$ cat src/rtl/ac_reg_ext_if.sv
// Accumulator bus interface: issue strobe, opcode, operands and status.
// Master drives en/op/din/shamt/sin; slave returns dout and flags.
interface ac_reg_ext_if #(
  parameter int W   = 16,
  parameter int SHW = 5
) ();
  logic           en;
  logic [2:0]     op;
  logic [W-1:0]   din;
  logic [SHW-1:0] shamt;
  logic           sin;
  logic [W-1:0]   dout;
  logic           cout;
  logic           zero;
  logic           neg;
  logic           busy;
  logic           done;

  modport master (
    output en, op, din, shamt, sin,
    input  dout, cout, zero, neg, busy, done
  );

  modport slave (
    input  en, op, din, shamt, sin,
    output dout, cout, zero, neg, busy, done
  );
endinterface

$ cat src/rtl/ac_reg_ext.sv
// Parametrised accumulator with load/clr/inc/dec and multi-cycle shifts.
// Optional macro AC_SAT_EN makes INC/DEC saturate instead of wrapping.
module ac_reg_ext #(
  parameter int W   = 16,
  parameter int SHW = 5
) (
  input logic         clk,
  input logic         rst,
  ac_reg_ext_if.slave bus
);

  typedef enum logic {
    S_IDLE,
    S_SHIFT
  } state_t;

  localparam logic [2:0] OP_NOP  = 3'b000;
  localparam logic [2:0] OP_LOAD = 3'b001;
  localparam logic [2:0] OP_CLR  = 3'b010;
  localparam logic [2:0] OP_INC  = 3'b011;
  localparam logic [2:0] OP_DEC  = 3'b100;
  localparam logic [2:0] OP_SHL  = 3'b101;
  localparam logic [2:0] OP_SAR  = 3'b110;
  localparam logic [2:0] OP_ROR  = 3'b111;

  localparam logic [1:0] SOP_SHL = 2'b01;
  localparam logic [1:0] SOP_SAR = 2'b10;
  localparam logic [1:0] SOP_ROR = 2'b11;

  localparam logic [SHW-1:0] W_MAX = SHW'(W);
  localparam logic [SHW-1:0] C_ONE = SHW'(1);

  state_t         r_state;
  logic [W-1:0]   r_dout;
  logic           r_cout;
  logic [SHW-1:0] r_cnt;
  logic [1:0]     r_sop;
  logic           r_done;

  state_t         w_state_nx;
  logic [W-1:0]   w_dout_nx;
  logic           w_cout_nx;
  logic [SHW-1:0] w_cnt_nx;
  logic [1:0]     w_sop_nx;
  logic           w_done_nx;

  logic [SHW-1:0] w_amt;
  logic [W:0]     w_inc;
  logic [W-1:0]   w_dec;
  logic           w_ones;
  logic           w_is0;
  logic [W-1:0]   w_step;
  logic           w_sbit;

  assign w_amt  = (bus.shamt > W_MAX) ? W_MAX : bus.shamt;
  assign w_inc  = {1'b0, r_dout} + {{W{1'b0}}, 1'b1};
  assign w_dec  = r_dout - {{(W-1){1'b0}}, 1'b1};
  assign w_ones = (r_dout == {W{1'b1}});
  assign w_is0  = (r_dout == {W{1'b0}});

  // One shift/rotate step of the latched shift op; sin is taken live.
  always_comb begin
    w_step = r_dout;
    w_sbit = 1'b0;
    unique case (r_sop)
      SOP_SHL: begin
        w_step = {r_dout[W-2:0], bus.sin};
        w_sbit = r_dout[W-1];
      end
      SOP_SAR: begin
        w_step = {r_dout[W-1], r_dout[W-1:1]};
        w_sbit = r_dout[0];
      end
      SOP_ROR: begin
        w_step = {r_dout[0], r_dout[W-1:1]};
        w_sbit = r_dout[0];
      end
      default: begin
        w_step = r_dout;
        w_sbit = r_cout;
      end
    endcase
  end

  // Next-state and datapath update for the IDLE/SHIFT sequencer.
  always_comb begin
    w_state_nx = r_state;
    w_dout_nx  = r_dout;
    w_cout_nx  = r_cout;
    w_cnt_nx   = r_cnt;
    w_sop_nx   = r_sop;
    w_done_nx  = 1'b0;
    unique case (r_state)
      S_IDLE: begin
        if (bus.en) begin
          w_done_nx = 1'b1;
          unique case (bus.op)
            OP_NOP: begin
              w_dout_nx = r_dout;
            end
            OP_LOAD: begin
              w_dout_nx = bus.din;
              w_cout_nx = 1'b0;
            end
            OP_CLR: begin
              w_dout_nx = '0;
              w_cout_nx = 1'b0;
            end
            OP_INC: begin
`ifdef AC_SAT_EN
              w_dout_nx = w_ones ? r_dout : w_inc[W-1:0];
              w_cout_nx = w_ones;
`else
              w_dout_nx = w_inc[W-1:0];
              w_cout_nx = w_inc[W];
`endif
            end
            OP_DEC: begin
`ifdef AC_SAT_EN
              w_dout_nx = w_is0 ? r_dout : w_dec;
`else
              w_dout_nx = w_dec;
`endif
              w_cout_nx = w_is0;
            end
            OP_SHL, OP_SAR, OP_ROR: begin
              if (w_amt != '0) begin
                w_done_nx  = 1'b0;
                w_state_nx = S_SHIFT;
                w_cnt_nx   = w_amt;
                w_sop_nx   = bus.op[1:0];
              end
            end
          endcase
        end
      end
      S_SHIFT: begin
        w_dout_nx = w_step;
        w_cout_nx = w_sbit;
        w_cnt_nx  = r_cnt - C_ONE;
        if (r_cnt == C_ONE) begin
          w_state_nx = S_IDLE;
          w_done_nx  = 1'b1;
        end
      end
    endcase
  end

  // State and datapath registers; reset aborts any shift silently.
  always_ff @(posedge clk) begin
    if (rst) begin
      r_state <= S_IDLE;
      r_dout  <= '0;
      r_cout  <= 1'b0;
      r_cnt   <= '0;
      r_sop   <= 2'b00;
      r_done  <= 1'b0;
    end else begin
      r_state <= w_state_nx;
      r_dout  <= w_dout_nx;
      r_cout  <= w_cout_nx;
      r_cnt   <= w_cnt_nx;
      r_sop   <= w_sop_nx;
      r_done  <= w_done_nx;
    end
  end

  assign bus.dout = r_dout;
  assign bus.cout = r_cout;
  assign bus.zero = w_is0;
  assign bus.neg  = r_dout[W-1];
  assign bus.busy = (r_state == S_SHIFT);
  assign bus.done = r_done;

endmodule

$ cat src/flat_wrapper.sv
// flat-port wrapper written by rule: the top's interface ports become plain ports
module ac_reg_ext_flat 
#(
  parameter int W   = 16,
  parameter int SHW = 5
)
  (clk, rst, bus_en, bus_op, bus_din, bus_shamt, bus_sin, bus_dout, bus_cout, bus_zero, bus_neg, bus_busy, bus_done);
  ac_reg_ext_if #(.W(W), .SHW(SHW)) bus_i ();
  input logic clk;
  input logic rst;
  input wire logic [$bits(bus_i.en)-1:0] bus_en;
  input wire logic [$bits(bus_i.op)-1:0] bus_op;
  input wire logic [$bits(bus_i.din)-1:0] bus_din;
  input wire logic [$bits(bus_i.shamt)-1:0] bus_shamt;
  input wire logic [$bits(bus_i.sin)-1:0] bus_sin;
  output wire logic [$bits(bus_i.dout)-1:0] bus_dout;
  output wire logic [$bits(bus_i.cout)-1:0] bus_cout;
  output wire logic [$bits(bus_i.zero)-1:0] bus_zero;
  output wire logic [$bits(bus_i.neg)-1:0] bus_neg;
  output wire logic [$bits(bus_i.busy)-1:0] bus_busy;
  output wire logic [$bits(bus_i.done)-1:0] bus_done;
  assign bus_i.en = bus_en;
  assign bus_i.op = bus_op;
  assign bus_i.din = bus_din;
  assign bus_i.shamt = bus_shamt;
  assign bus_i.sin = bus_sin;
  assign bus_dout = bus_i.dout;
  assign bus_cout = bus_i.cout;
  assign bus_zero = bus_i.zero;
  assign bus_neg = bus_i.neg;
  assign bus_busy = bus_i.busy;
  assign bus_done = bus_i.done;
  ac_reg_ext #(.W(W), .SHW(SHW)) u_core (.clk(clk), .rst(rst), .bus(bus_i));
endmodule
$ cat config.mk
export PLATFORM = sky130hd
export DESIGN_NAME = ac_reg_ext_flat
export DESIGN_NICKNAME = d
export VERILOG_FILES = /design/src/rtl/ac_reg_ext_if.sv /design/src/rtl/ac_reg_ext.sv /design/src/flat_wrapper.sv
export SDC_FILE = /design/constraint.sdc
export NUM_CORES = 1
export LEC_CHECK = 0
export ABC_CLOCK_PERIOD_IN_PS = 5300
export BUFFER_PORTS_ARGS = -buffer_cell sky130_fd_sc_hd__buf_2
export CELL_PAD_IN_SITES_DETAIL_PLACEMENT = 0
export CELL_PAD_IN_SITES_GLOBAL_PLACEMENT = 1
export CORE_MARGIN = 4
export CORE_UTILIZATION = 44
export CTS_CLUSTER_SIZE = 8
export DETAILED_ROUTE_END_ITERATION = 10
export PLACE_DENSITY = 0.86
export SLEW_MARGIN = 0
export SYNTH_ARGS = -nofsm -noshare
export SYNTH_HDL_FRONTEND = slang
export SYNTH_SLANG_ARGS = --single-unit
$ cat constraint.sdc
create_clock -name clk -period 5.3 [get_ports clk]
set_input_delay 1.06 -clock clk [delete_from_list [all_inputs] [get_ports clk]]
set_output_delay 1.06 -clock clk [all_outputs]
set_load 0.005 [all_outputs]
==> results.sh, run 1 <==
export IMPL_synthCells=348
export IMPL_ir_drop_mv=0.148
export IMPL_min_period_ps=3210
export IMPL_first_iter_violations=219
export IMPL_io_buffers=48
export IMPL_fin_cells=436
export IMPL_fin_ws_ps=2090
export IMPL_clk_latency_ps=290
export IMPL_area_growth_pct=8.41
export IMPL_finalPower_uw=700
export IMPL_p_int_uw=435
export IMPL_pwr_density_cell_nw_per_um2=247
export IMPL_maxCapViolations=0
export IMPL_setup_viol=0
export IMPL_die_height_um=85.1
export IMPL_power_switching_uw=266
export IMPL_critical_path_top_delay_family="simple AND/OR/NAND/NOR gates"
export IMPL_die_x_um=85.1
export IMPL_rows=27
export IMPL_final_core_util_pct=50.3
export IMPL_drc_errors=0
export IMPL_sw_frac_of_total_pct=38.0
export IMPL_grt_pass1_vias=2419
export IMPL_mostFrequentLayoutCells="buf_2, nand2_1, dfxtp_1, nor2_1, a21oi_1"
export IMPL_cp_data_required_time_ps=4240
export IMPL_synth_edff_count=0
export IMPL_antenna_left=0
export IMPL_dpl_worst_slack_ps=1970
export IMPL_numCtsBuffers=3
export IMPL_crit_type="register to output port"
export IMPL_cts_resized=0
export IMPL_synthFlopType="dfxtp_1"
export IMPL_clkPwrFrac_pct=25.1
export IMPL_cpPeakStageDelay_ps=440
export IMPL_clockBufferDepth=2
export IMPL_fin_skew_ps=6.56
export IMPL_cts_tree="done"
export IMPL_leakagePower_nw=1.06
export IMPL_synth_async_reset_ratio_pct=0
export IMPL_synth_nets=380
export IMPL_crit_fanout=10
export IMPL_fmax_mhz=311
export IMPL_gp_congestion=0.844
export IMPL_cts_hold_buf=0
export IMPL_grt_ovfl_total=0
export IMPL_ys_ff_latch=26
export IMPL_place_inst=432
export IMPL_wl_per_cell_um=17.5
export IMPL_nets=397
export IMPL_core_um2=5640
export IMPL_syn_area_um2=2620
export IMPL_critical_path_endpoint_type="output port"
export IMPL_hold_viol=0
export IMPL_crit_path_cell_trace="inv_1 > ha_1 > nor2b_1 > nand4_1 > nor4_1 > buf_2"
export IMPL_worst_pin_slew_ps=1050
export IMPL_grt_max_degree=41
export IMPL_antenna_cells=0
export IMPL_outcome="completed"
export IMPL_vias=2686
export IMPL_antenna_found_initial=0
export IMPL_htreeDepth=1
export IMPL_slew_viol_final=0
export IMPL_dieArea_um2=7250
export IMPL_final_common_cell="buf_2"
export IMPL_grtUsageTotal_pct=21.1
export IMPL_synth_cell_types=69
export IMPL_p_seq_share_pct=37.6
export IMPL_post_cts_buffers=0
export IMPL_cts_clk_slew_worst_paths_ps=110
export IMPL_synth_area_per_cell_um2=7.53
export IMPL_initial_core_util_pct=46.4
export IMPL_drt_first_pass_iters=7
export IMPL_arrival_ps=2150
export IMPL_yosys_warnings=0
export IMPL_wl_mm=7.63
export IMPL_worst_slew_margin_rel_pct=29.8
export IMPL_cp_start_kind="register"
export IMPL_crit_buf_inv=2
export IMPL_dp_hpwl_mm=5.34
export IMPL_hold_class="register to register"
export IMPL_finalCritPeriodShare_pct=60.6
export IMPL_via_per_inst=6.16
export IMPL_rsz0062_at_grt="no"
export IMPL_grt_pass1_wl_mm=12.8
export IMPL_cts_sinks=26
export IMPL_io_pin_count=49
export IMPL_tns_ps=0
export IMPL_p_comb_share_pct=37.3
export IMPL_root_buffer="clkbuf_8"
export IMPL_drive_above_1_share_pct=19.2
export IMPL_cp_slowest_cell="dfxtp_1"
export IMPL_synth_seq_area_share_pct=19.9
[registers in the layout, indices dropped and copies added, names as in the netlist]
name,flops
u_core.bus.busy,1
u_core.r_cnt,5
u_core.bus.done,1
u_core.bus.dout,16
u_core.bus.cout,1
u_core.r_sop,2
[synth_stat cells, types with 8 or more instances]
cell type,number,area share [%]
buf_2,12,2.3
nor2_1,25,3.6
nor2b_1,8,1.9
xnor2_1,16,5.4
clkbuf_1,16,2.3
nand2_1,30,4.3
a31oi_1,8,1.9
nor3_1,8,1.5
a21oi_1,19,3.6
nand3_1,17,3.2
a211oi_1,10,2.9
inv_1,10,1.4
dfxtp_1,26,20
mux2i_1,17,6.5
o21ai_0,12,2.3
[cell families (layout without fill, tap and decap cells)]
group | count (synthesis) | after routing | share of synthesized area, %
mux | 20 | 20 | 7.79
buf+inv | 50 | 66 | 9.51
compound gates | 100 | 100 | 27.9
xor+xnor | 19 | 19 | 6.35
flops | 26 | 26 | 19.9
simple gates | 129 | 129 | 26.7
fa+ha+maj | 4 | 4 | 1.91
[final timing paths]
path,from,endpoint,slack [ps],depth (start not counted)
max,u_core.bus.dout[0]$_SDFFE_PP0P_,bus_zero,2090,6
min,u_core.r_cnt[4]$_SDFFE_PP0P_,u_core.r_cnt[4]$_SDFFE_PP0P_,530,2
max reg2reg,u_core.bus.busy$_SDFF_PP0_,u_core.bus.dout[12]$_SDFFE_PP0P_,2940,6
min reg2reg,u_core.r_cnt[4]$_SDFFE_PP0P_,u_core.r_cnt[4]$_SDFFE_PP0P_,530,2
[power groups by stage]
stage	clock network, mW	registers [mW]	logic [mW]
global route	0.185	0.270	0.291
CTS	0.178	0.262	0.260
floorplan	0	0.234	0.229
detailed placement	0	0.267	0.259
global placement	0	0.266	0.256
finish	0.176	0.264	0.261
[per-layer routing]
layer	vias up	global-route usage (%)	wire length [um]
li1	1328	-	-
met1	1277	30.7	3580
met2	79	34.0	3580
met3	2	3.30	443
met4	0	2.16	20
met5	-	0	0
[metrics by stage]
step                      instance area [um2]  hold slack, ps
after global routing                     2840             568
after detailed placement                 2770             513
after floorplan                          2620             490
after global placement                   2770             506
after CTS                                2840             529
final                                    2840             528
[area by class of cell]
class | instances | area (um2)
Clock buffer | 3 | 41.3
Clock inverter | 1 | 30.0
Fill cell | 575 | 2800
Inverter | 10 | 37.5
Multi-Input combinational cell | 272 | 1850
Sequential cell | 26 | 520
Tap cell | 72 | 90.1
Timing Repair Buffer | 52 | 270
[worst reg2reg max path: stages (launching register included)]
cell and delay [ps]:
dfxtp_1 320, buf_4 370, inv_1 330, nor3_1 240, or2_1 580, a2111oi_0 140
a311oi_1 290
Note: power is estimated with default switching activity, not from simulation.
==> run 2: changes to the inputs <==
ABC_AREA = 1   (was not set)
ABC_CLOCK_PERIOD_IN_PS = 2700   (was 5300)
CORE_UTILIZATION = 34   (was 44)
PLACE_DENSITY = 0.77   (was 0.86)
clock period = 2.7 ns   (was 5.3 ns; I/O delays follow)
==> run 2 against run 1 <==
First-iteration DRC count rose by 26%. Synthesized cell count rose by 27%. Combinational power rose by 97%. Cell count rose by 32%. Setup slack got worse by 1900 ps. Sequential power rose by 86%. Total power rose by 82%. Global-route usage fell by 1.1 points. Worst hold slack got worse by 46 ps. Core utilization fell by 11 points. Non-clock buffer count rose by 2. Critical path type unchanged. Largest power group is now combinational logic. Highest routed layer unchanged.
==> results.sh, run 2 <==
export IMPL_outcome="completed"
export IMPL_antenna_left=0
export IMPL_cts_tree="done"
export IMPL_synth_area_per_cell_um2=5.69
export IMPL_synth_cell_types=30
export IMPL_grt_max_degree=30
export IMPL_critical_path_top_delay_family="simple AND/OR/NAND/NOR gates"
export IMPL_grt_ovfl_total=0
export IMPL_p_seq_share_pct=38.5
export IMPL_rsz0062_at_grt="no"
export IMPL_synth_edff_count=0
export IMPL_antenna_cells=0
export IMPL_ff2ff_setup_slack_ps=900
export IMPL_grtUsageTotal_pct=20.1
export IMPL_worstReg2RegEnd="u_core.bus.cout$_SDFFE_PP0P_"
export IMPL_grt_util_met1_pct=27.5
export IMPL_synth_seq_area_share_pct=20.7
export IMPL_htreeDepth=1
export IMPL_area_growth_pct=13.1
export IMPL_post_synth_top_count_cell="nand2_1"
export IMPL_crit_path_cell_trace="inv_1 > ha_1 > inv_1 > nor2_1 > nand3_1 > nor2_1 > nand3_1 > nor3_1 > buf_2"
export IMPL_drc_errors=0
export IMPL_wl_mm=8.58
export IMPL_rows=31
export IMPL_tns_ps=0
export IMPL_yosys_warnings=0
export IMPL_yosysTopAreaCell="dfxtp_1"
export IMPL_cp_slowest_cell="dfxtp_1"
export IMPL_worst_slew_margin_rel_pct=58.5
export IMPL_critical_path_endpoint_type="output port"
export IMPL_hold_viol=0
export IMPL_syn_area_um2=2510
export IMPL_leakagePower_nw=1.37
export IMPL_crit_fanout=7
export IMPL_maxCapViolations=0
export IMPL_hold_ws_ps=482
export IMPL_first_iter_violations=276
export IMPL_setup_viol=0
export IMPL_drive_above_1_share_pct=15.3
export IMPL_cts_resized=0
export IMPL_fmax_mhz=406
export IMPL_synthFlopType="dfxtp_1"
export IMPL_drt_first_pass_iters=5
export IMPL_fin_area_um2=2840
export IMPL_cp_start_kind="register"
export IMPL_numCtsBuffers=3
export IMPL_cts_sinks=26
export IMPL_final_common_cell="nand2_1"
export IMPL_dieArea_um2=8820
export IMPL_cp_data_required_time_ps=2160
export IMPL_synthTopCellsByArea="dfxtp_1, nand2_1, nand3_1"
export IMPL_cts_hold_buf=0
export IMPL_die_height_um=93.9
export IMPL_r2r_start="u_core.bus.dout[1]$_SDFFE_PP0P_"
export IMPL_slew_viol_final=0
export IMPL_dp_hpwl_mm=6.29
export IMPL_via_per_inst=5.33
export IMPL_reg2regPathDepth=11
export IMPL_root_buffer="clkbuf_8"
export IMPL_p_comb_share_pct=40.1
export IMPL_synth_top_area_share_pct=20.7
export IMPL_arrival_ps=1930
export IMPL_fin_ws_ps=235
export IMPL_clockBufferDepth=2
export IMPL_synth_nets=473
export IMPL_largest_reg_flops=16
export IMPL_use_met3_pct=1.92
export IMPL_synthCells=441
export IMPL_crit_end="bus_zero"
export IMPL_place_area_um2=2780
export IMPL_finalCritPeriodShare_pct=91.3
export IMPL_cts_clk_slew_worst_paths_ps=100
export IMPL_io_pin_count=49
export IMPL_clk_latency_ps=280
export IMPL_fin_skew_ps=2.76
export IMPL_clkPwrFrac_pct=21.4
export IMPL_p_int_uw=728
export IMPL_grt_pass1_vias=2907
export IMPL_grt_pass1_wl_mm=14.3
export IMPL_crit_start="u_core.bus.dout[0]$_SDFFE_PP0P_"
export IMPL_ys_ff_latch=26
export IMPL_hold_class="register to register"
export IMPL_antenna_found_initial=0
export IMPL_pwr_density_cell_nw_per_um2=450
export IMPL_min_period_ps=2470
export IMPL_crit_buf_inv=3
export IMPL_worst_pin_slew_ps=622
export IMPL_num_fill_cells=861
export IMPL_power_switching_uw=550
export IMPL_cp_depth=9
export IMPL_post_cts_buffers=0
export IMPL_wl_per_cell_um=14.9
export IMPL_sw_frac_of_total_pct=43.0
export IMPL_grtUsageMet2_pct=33.2
export IMPL_initial_core_util_pct=34.8
export IMPL_io_buffers=48
export IMPL_die_x_um=93.9
export IMPL_final_core_util_pct=39.4
export IMPL_nets=511
export IMPL_dpl_worst_slack_ps=555
export IMPL_cpPeakStageDelay_ps=380
export IMPL_ir_drop_mv=0.197
export IMPL_core_um2=7210
export IMPL_gp_congestion=0.897
export IMPL_yosys_top_cells_count="nand2_1, nand3_1, inv_1"
export IMPL_crit_type="register to output port"
export IMPL_mostFrequentLayoutCells="nand2_1, nand3_1, inv_1, o21ai_0, buf_2"
export IMPL_top_usage_layer="met2"
export IMPL_vias=3078
export IMPL_synth_async_reset_ratio_pct=0
-- run 2: changes by cell type after synthesis, moves of 5 or more --
cell / delta
o21ai_0: +37
clkbuf_1: -11
nor2b_1: -8
inv_1: +40
and3_1: -5
nor2_1: +20
xnor2_1: -16
a21oi_1: +18
a211oi_1: -10
a22oi_1: -5
mux2i_1: -17
nand3_1: +38
nand2_1: +77
-- run 2: worst min path at each step --
stage,endpoint,from,slack (ps),depth (start not counted)
after detailed placement,u_core.r_sop[0]$_SDFFE_PP0P_,u_core.r_sop[0]$_SDFFE_PP0P_,470,2
final,u_core.r_sop[0]$_SDFFE_PP0P_,u_core.r_sop[0]$_SDFFE_PP0P_,480,2
after global routing,u_core.r_sop[0]$_SDFFE_PP0P_,u_core.r_sop[0]$_SDFFE_PP0P_,510,2
after global placement,u_core.r_sop[0]$_SDFFE_PP0P_,u_core.r_sop[0]$_SDFFE_PP0P_,480,2
after floorplan,u_core.r_sop[0]$_SDFFE_PP0P_,u_core.r_sop[0]$_SDFFE_PP0P_,430,2
after CTS,u_core.r_sop[0]$_SDFFE_PP0P_,u_core.r_sop[0]$_SDFFE_PP0P_,480,2
-- run 2: per-stage QoR --
step	total power, mW	instances
finish	1.28	577
detailed placement	1.01	573
global route	1.38	577
global placement	1.01	573
CTS	1.29	577
floorplan	0.849	441
-- run 2: cells by family after synthesis --
logic type / share of synthesized area [%]
compound gates: 23.2
fa+ha+maj: 1.99
buf+inv: 13.2
flops: 20.7
simple gates: 40.9
-- run 2: final cells by class --
type / instances / area, um2 / share of cell area [%]
clock buffer: 4 / 55.1 / 1.94
sequential: 26 / 520 / 18.3
inverter: 52 / 195 / 6.88
timing repair buffer: 54 / 285 / 10.0
multi-input combinational: 342 / 1660 / 58.4
tap: 99 / 124 / 4.36
-- run 2: worst reg2reg max path, stage by stage (launching register included) --
cell      delay, ps
dfxtp_1         480
ha_1            230
nand2_1         130
nor2_4          170
nand2_4         100
nor2_4          120
nand3_1          80
o21ai_1         140
nand2_1         120
o211ai_2         80
nand2_1          60
inv_1            50
-- run 2: layer usage --
layer  up-vias  wire, um
li1       1541         -
met1      1411      3860
met2       113      4030
met3        13       522
met4         0       170
met5         -         0
-- run 2: power groups by stage --
stage | Sequential, mW | Combinational [mW] | Clock (mW)
after floorplan | 0.476 | 0.373 | 0
after global placement | 0.500 | 0.506 | 0
after detailed placement | 0.501 | 0.506 | 0
after CTS | 0.492 | 0.509 | 0.286
after global routing | 0.501 | 0.583 | 0.297
final | 0.492 | 0.513 | 0.273
==> run 3: changes to the inputs <==
ABC_AREA = not set   (was 1)
CORE_UTILIZATION = 37   (was 34)
RECOVER_POWER = 50   (was not set)
==> run 3 against run 2 <==
Clock power rose by 26%. Largest power group unchanged. Clock-buffer cell count fell by 1. First-iteration DRC count fell by 42%. Critical path depth fell by 4.
==> results.sh, run 3 (same netlist as run 1, synthesis figures left out) <==
export IMPL_outcome="completed"
export IMPL_p_seq_share_pct=35.7
export IMPL_grt_ovfl_total=0
export IMPL_rows=30
export IMPL_grt_pass1_wl_mm=13.5
export IMPL_root_buffer="clkbuf_8"
export IMPL_antenna_cells=0
export IMPL_crit_fanout=14
export IMPL_slew_viol_final=0
export IMPL_worst_slew_margin_rel_pct=33.6
export IMPL_final_common_cell="buf_2"
export IMPL_gp_congestion=0.822
export IMPL_clkPwrFrac_pct=24.4
export IMPL_largest_reg_flops=16
export IMPL_fin_area_um2=2980
export IMPL_cts_sinks=26
export IMPL_maxCapViolations=0
export IMPL_dieArea_um2=8490
export IMPL_ir_drop_mv=0.293
export IMPL_hold_class="register to register"
export IMPL_cts_resized=0
export IMPL_drt_first_pass_iters=4
export IMPL_hold_viol=0
export IMPL_via_per_inst=5.82
export IMPL_worst_pin_slew_ps=997
export IMPL_setup_viol=0
export IMPL_cts_tree="done"
export IMPL_cpPeakStageDelay_ps=480
export IMPL_pwr_density_cell_nw_per_um2=476
export IMPL_tns_ps=0
export IMPL_mostFrequentLayoutCells="buf_2, nand2_1, dfxtp_1, nor2_1, a21oi_1"
export IMPL_drive_above_1_share_pct=20.7
export IMPL_first_iter_violations=159
export IMPL_crit_path_cell_trace="nor4_2 > buf_4 > nand4_1 > nor4_1 > buf_2"
export IMPL_wl_per_cell_um=17.2
export IMPL_antenna_left=0
export IMPL_grt_max_degree=24
export IMPL_io_buffers=48
export IMPL_post_cts_buffers=0
export IMPL_sw_frac_of_total_pct=37.8
export IMPL_rsz0062_at_grt="no"
export IMPL_crit_type="register to output port"
export IMPL_p_int_uw=881
export IMPL_drc_errors=0
export IMPL_area_growth_pct=13.7
export IMPL_cts_hold_buf=0
export IMPL_numCtsBuffers=3
export IMPL_min_period_ps=2370
export IMPL_power_switching_uw=535
export IMPL_core_um2=6830
export IMPL_place_area_um2=2930
export IMPL_dp_hpwl_mm=5.92
export IMPL_grtUsageTotal_pct=19.5
export IMPL_clk_latency_ps=290
export IMPL_die_x_um=92.1
export IMPL_fmax_mhz=422
export IMPL_cts_clk_slew_worst_paths_ps=110
export IMPL_fin_skew_ps=6.85
export IMPL_antenna_found_initial=0
export IMPL_leakagePower_nw=1.11
export IMPL_cp_data_required_time_ps=2160
export IMPL_initial_core_util_pct=38.3
export IMPL_io_pin_count=49
export IMPL_nets=415
export IMPL_die_height_um=92.1
export IMPL_clockBufferDepth=2
export IMPL_cp_start_kind="register"
export IMPL_critical_path_endpoint_type="output port"
export IMPL_vias=2781
export IMPL_finalCritPeriodShare_pct=87.7
export IMPL_cp_slowest_cell="dfxtp_1"
export IMPL_wl_mm=8.22
export IMPL_htreeDepth=1
export IMPL_grt_pass1_vias=2631
export IMPL_arrival_ps=1830
export IMPL_p_comb_share_pct=39.9
## run 3: cell count changes in the layout (fill, tap and decap cells not counted), moves of 16 or more
cell     delta
nand3_1    -38
nand2_1    -77
xnor2_1    +16
nor2_1     -20
o21ai_0    -37
inv_1      -40
a21oi_1    -18
mux2i_1    +17
## run 3: worst max-delay path, delay by kind of cell (launching register included)
kind,cells,cell delay [ps]
buffers and inverters,2,350
DFF,1,480
and+or+nand+nor,3,720
## run 3: worst paths after layout
check	startpoint	to	slack [ps]	depth (start not counted)
min reg2reg	u_core.r_cnt[4]$_SDFFE_PP0P_	u_core.r_cnt[4]$_SDFFE_PP0P_	540	2
max reg2reg	u_core.bus.dout[0]$_SDFFE_PP0P_	u_core.bus.dout[14]$_SDFFE_PP0P_	380	7
max	u_core.bus.dout[7]$_SDFFE_PP0P_	bus_zero	330	5
min	u_core.r_cnt[4]$_SDFFE_PP0P_	u_core.r_cnt[4]$_SDFFE_PP0P_	540	2
## run 3: per-stage QoR
step	hold WS [ps]	util (%)	total power, mW	worst slack (ps)	std cells
global route	574	43.6	1.50	69.0	478
floorplan	490	-	0.909	778	348
CTS	536	44.0	1.43	313	478
global placement	501	42.9	1.08	430	474
finish	537	43.6	1.42	332	478
detailed placement	517	42.9	1.08	385	474
## run 3: power groups by stage
stage	Sequential, mW	Clock [mW]	Combinational, mW
after floorplan	0.459	0	0.450
after global placement	0.511	0	0.565
after detailed placement	0.513	0	0.571
after CTS	0.504	0.354	0.574
after global routing	0.514	0.360	0.629
final	0.505	0.345	0.566
## run 3: final cells by class
cell class	count	area, um2
Multi-Input combinational cell	272	1840
Clock inverter	1	30.0
Fill cell	751	3850
Inverter	10	37.5
Timing Repair Buffer	70	383
Clock buffer	3	41.3
Tap cell	96	120
Sequential cell	26	520
## run 3: layer usage
layer | global-route usage [%] | vias to the layer above | share of wire (%)
met1 | 26.3 | 1323 | 47
met2 | 31.4 | 83 | 46
li1 | - | 1362 | -
met5 | 0 | - | 0
met3 | 3.20 | 13 | 5.6
met4 | 6.44 | 0 | 2.2
